### src/rtl/psr_pkg.sv
// Shared definitions for the parallel-in, serial-out shift register.
//   psr_cnt_w(n) : width of a down-counter that can hold the value n,
//                  i.e. $clog2(n+1).
//   PSR_FILL_BIT : bit shifted into the LSB on every shift.
package psr_pkg;

  localparam logic PSR_FILL_BIT = 1'b0;

  function automatic int psr_cnt_w(input int n);
    return $clog2(n + 1);
  endfunction

endpackage

### src/rtl/psr_bit_counter.sv
// Loadable down-counter with a terminal-count flag.
// Ports:
//   clk      : rising-edge clock
//   reset    : asynchronous active-low reset, clears the count
//   load     : load load_val (has priority over dec)
//   load_val : value to load
//   dec      : decrement by one
//   count    : current count
//   tc       : high when count is zero
module psr_bit_counter
  import psr_pkg::*;
#(
  parameter int CNT_W = 4
) (
  input  logic             clk,
  input  logic             reset,
  input  logic             load,
  input  logic [CNT_W-1:0] load_val,
  input  logic             dec,
  output logic [CNT_W-1:0] count,
  output logic             tc
);

  always_ff @(posedge clk or negedge reset) begin
    if (!reset) begin
      count <= '0;
    end else if (load) begin
      count <= load_val;
    end else if (dec) begin
      count <= count - CNT_W'(1);
    end
  end

  assign tc = (count == '0);

endmodule

### src/rtl/parallel_serial_shift_reg.sv
// Parallel-in, serial-out shift register. A one-cycle enable loads a word
// which is then shifted out MSB first, one bit per clock.
// Optional build macro PSR_PARITY_EN: appends one even-parity bit (XOR of
// the loaded word, latched at load) after bit 0; busy covers that cycle.
// Ports:
//   clk      : rising-edge clock
//   reset    : asynchronous active-low reset
//   enable   : load strobe; reloads (and aborts any frame) when high
//   data_in  : parallel word, sampled when enable=1
//   data_out : serial bit stream, MSB first, 0 when idle
//   busy     : high while a frame is on data_out
//   done     : one-cycle pulse after the last bit of a completed frame
module parallel_serial_shift_reg
  import psr_pkg::*;
#(
  parameter int INPUT_WIDTH = 8
) (
  input  logic                   clk,
  input  logic                   reset,
  input  logic                   enable,
  input  logic [INPUT_WIDTH-1:0] data_in,
  output logic                   data_out,
  output logic                   busy,
  output logic                   done
);

`ifdef PSR_PARITY_EN
  localparam int FRAME_LEN = INPUT_WIDTH + 1;
`else
  localparam int FRAME_LEN = INPUT_WIDTH;
`endif
  localparam int CNT_W = psr_cnt_w(INPUT_WIDTH);

  // The parity bit (when enabled) rides in the LSB of the shift register so
  // it simply falls out after bit 0; data_out is always the register MSB.
  logic [FRAME_LEN-1:0] sr_q;
  logic [FRAME_LEN-1:0] load_word;
  logic [CNT_W-1:0]     bit_cnt;
  logic                 last_bit;
  logic                 shift_en;

`ifdef PSR_PARITY_EN
  assign load_word = {data_in, ^data_in};
`else
  assign load_word = data_in;
`endif

  assign shift_en = busy & ~enable & ~last_bit;

  psr_bit_counter #(
    .CNT_W(CNT_W)
  ) u_bit_counter (
    .clk     (clk),
    .reset   (reset),
    .load    (enable),
    .load_val(CNT_W'(FRAME_LEN - 1)),
    .dec     (shift_en),
    .count   (bit_cnt),
    .tc      (last_bit)
  );

  always_ff @(posedge clk or negedge reset) begin
    if (!reset) begin
      sr_q <= '0;
      busy <= 1'b0;
      done <= 1'b0;
    end else if (enable) begin
      sr_q <= load_word;
      busy <= 1'b1;
      done <= 1'b0;
    end else if (busy) begin
      if (!last_bit) begin
        sr_q <= {sr_q[FRAME_LEN-2:0], PSR_FILL_BIT};
        done <= 1'b0;
      end else begin
        // Clearing the register here makes data_out read 0 while idle.
        sr_q <= '0;
        busy <= 1'b0;
        done <= 1'b1;
      end
    end else begin
      done <= 1'b0;
    end
  end

  assign data_out = sr_q[FRAME_LEN-1];

endmodule

### config.mk
export PLATFORM = sky130hd
export DESIGN_NAME = parallel_serial_shift_reg
export DESIGN_NICKNAME = d
export VERILOG_FILES = /design/src/rtl/psr_pkg.sv /design/src/rtl/psr_bit_counter.sv /design/src/rtl/parallel_serial_shift_reg.sv
export SDC_FILE = /design/constraint.sdc
export NUM_CORES = 1
export LEC_CHECK = 0
export ABC_AREA = 1
export ABC_CLOCK_PERIOD_IN_PS = 3600
export BUFFER_PORTS_ARGS = -buffer_cell sky130_fd_sc_hd__buf_2
export CORE_AREA = 2 2 39 41
export CTS_BUF_LIST = sky130_fd_sc_hd__clkbuf_2
export CTS_CLUSTER_SIZE = 40
export DETAILED_ROUTE_END_ITERATION = 10
export DIE_AREA = 0 0 41 43
export HOLD_SLACK_MARGIN = 0.15
export PLACE_DENSITY = 0.77
export SKIP_CTS_REPAIR_TIMING = 1
export SLEW_MARGIN = 20
export SYNTH_ARGS = -nofsm -noshare
export SYNTH_HDL_FRONTEND = slang
export SYNTH_SLANG_ARGS = --single-unit
export TNS_END_PERCENT = 100
### constraint.sdc
create_clock -name clk -period 3.6 [get_ports clk]
set_clock_uncertainty 0.15 [all_clocks]
set_input_delay 0.18 -clock clk [delete_from_list [all_inputs] [get_ports clk]]
set_output_delay 0.18 -clock clk [all_outputs]
set_load 0.02 [all_outputs]
==> reports/results.tsv <==
metric	value	unit
EDFF count, synth	0	
Final min period	1.62	ns
Worst R2R Path Depth	7	
Initial Util	0.512	
Synth top area share	0.495	
WHS	0.142	ns
Hold/Removal Path Class	in2async	
CP required	3.68	ns
Synthesis Warnings	0	
Remaining DRCs	0	
P&R area growth vs syn	35.3	%
clock slew at reported path FFs	0.14	ns
clock root buffer	clkbuf_2	
Die Y	43	um
Bufs on Longest Clock Path	2	
number of global-route vias before repair	513	
HPWL after DPL	940	um
initial antenna violation count	0	
Design Area, Final	958	sq um
number of setup violations in the final report	0	
DR vias/cell	5.21	
Tcrit/Tclk final	0.450	
Die X	41	um
Slew Limit Fails	0	
final hold viol count	0	
Cells after Synth	79	
Post-Syn Area per Cell	8.96	sq um
CTS Sinks	14	
Unique masters post-synth	18	
clock latency on the worst-skew pair	0.29	ns
Worst EP arrival	1.70	ns
CP max-delay cell	dlygate4sd3_1	
gr ovfl total	0	
pwr dens	320	nW/um^2
RSZ-0062 raised after global routing	no	
count of buffers from port buffering	13	
Total GRT Usage	0.199	
slew margin rel.	0.695	
placed cell area	769	sq um
cell taking the most area after synthesis	dfrtp_1	
FFs w/ async S/R, synth	1.00	
routed length per placed instance	13.2	um
kind of critical path	in2reg	
Least-Margin Pin Slew	0.457	ns
number of synthesized register bits	14	
Post-DRT Antenna Nets	0	
VDD IR-drop max	0.233	mV
startpoint types	input port	
Seq/Total Area, Yosys	0.495	
total number of vias	656	
n_diodes	0	
pin count of the biggest net entering global routing	15	
Buf+Inv Stages, Crit Path	3	
total iterations of the first detailed-routing run	4	
Main synth FF type	dfrtp_1	
Core Area	1380	sq um
Syn Nets	91	
leak pwr	0.485	nW
DRT iter0 DRCs	13	
Row Count	14	
Top delay family on crit path	buffers and inverters	
H-tree levels	1	
worst path cell trace	dlygate4sd3_1, buf_2, nand2_1, dlygate4sd3_1, nand3_1	
Post-synth top cells	nand3_1 (25), nand2_1 (18), dfrtp_1 (14)	
synth top area cells	dfrtp_1 (49%), nand3_1 (18%), nand2_1 (9.5%)	
setup TNS	0	ns
most used cell, CP	dlygate4sd3_1	
ratio of cells with drive above 1 in the final layout	0.218	
Worst Path Max Fanout	12	
Mapped Area	708	sq um
first-pass GRT wire length	2260	um
WL final	1660	um
CTS tree	yes	
Achievable Freq	0.618	GHz
CP Capture Type	flip-flop	
CTS Buf Count	3	
final net count	123	
status	completed	
count leader, synth	nand3_1	
# IOs	14	
Levels on crit path	5	
die area	1760	sq um
RePlAce Congestion	0.724	
Design Power	307	uW
CP max stage delay	0.56	ns
maxcap violations	0	
[stage by stage]
| step | std cells | util | setup WS (ns) |
|---|---|---|---|
| 3_5_place_dp | 105 | 0.556 | 2.10 |
| 5_1_grt | 126 | 0.693 | 1.94 |
| 3_3_place_gp | 105 | 0.556 | 2.15 |
| 2_1_floorplan | 79 | - | 2.23 |
| 6_report | 126 | 0.693 | 1.98 |
| 4_1_cts | 109 | 0.570 | 2.10 |
[worst register-to-register path, cell delays in order (launching register included)]
cell	delay [ns]
dfrtp_1	0.40
inv_1	0.11
ha_1	0.32
nand2_4	0.14
nand2_4	0.11
nand2_4	0.06
nand2_1	0.09
o21ai_2	0.05
[sequential cells by signal (all words and copies together), names as in the netlist]
name and cells:
done 1, u_bit_counter.count 4, sr_q 8, busy 1
[routing by layer]
metal | vias up | track usage | part of all wire
li1 | 324 | - | -
met5 | - | 0 | 0
met2 | 19 | 0.259 | 0.53
met4 | 0 | 0.120 | 0.020
met3 | 5 | 0.0471 | 0.040
met1 | 308 | 0.289 | 0.41
[worst paths after layout]
kind | startpoint | to | slack, ns
max in group asynchronous | reset | sr_q[6] | 2.91
min | reset | u_bit_counter.count[2] | 0.14
min in group clk | u_bit_counter.count[0] | u_bit_counter.count[0] | 0.37
max | enable | sr_q[6] | 1.98
min reg2reg | u_bit_counter.count[0] | u_bit_counter.count[0] | 0.37
max reg2reg | u_bit_counter.count[0] | u_bit_counter.count[1] | 2.10
[power breakdown]
group,total [mW],leakage [nW],switching (mW),internal (mW)
clock network,0.0762,0.0140,0.0521,0.0241
logic,0.0559,0.306,0.0288,0.0271
registers,0.175,0.165,0.00683,0.168
total,0.307,0.485,0.0876,0.219
[cell usage in the layout, fill, tap and decap left out]
cell type,instances
inv_2,1
nor3_1,1
nand2_1,18
inv_1,5
buf_2,13
nand3_1,25
o21ai_2,1
o21ai_0,1
clkinv_1,1
ha_1,1
a21oi_4,1
clkbuf_2,3
nor2_1,1
dfrtp_1,14
nand2_4,3
dlygate4sd3_1,17
nand4_1,1
nor2_4,2
a21oi_1,1
[area by class of cell]
type	instances	area (sq um)
fillers	103	425
flip-flops and latches	14	350
multi-input cells	56	312
repair buffers	30	235
inverters	6	22.5
well taps	16	20.0
clock buffers	3	15.0
clock inverters	1	3.75
[cell families after synthesis]
family | share of synthesized area
flip-flops | 0.495
AND/OR/NAND/NOR | 0.373
buffers and inverters | 0.0654
adder cells (fa/ha/maj) | 0.0177
AO/OA/AOI/OAI | 0.0495
(Power assumes the default switching activity.)
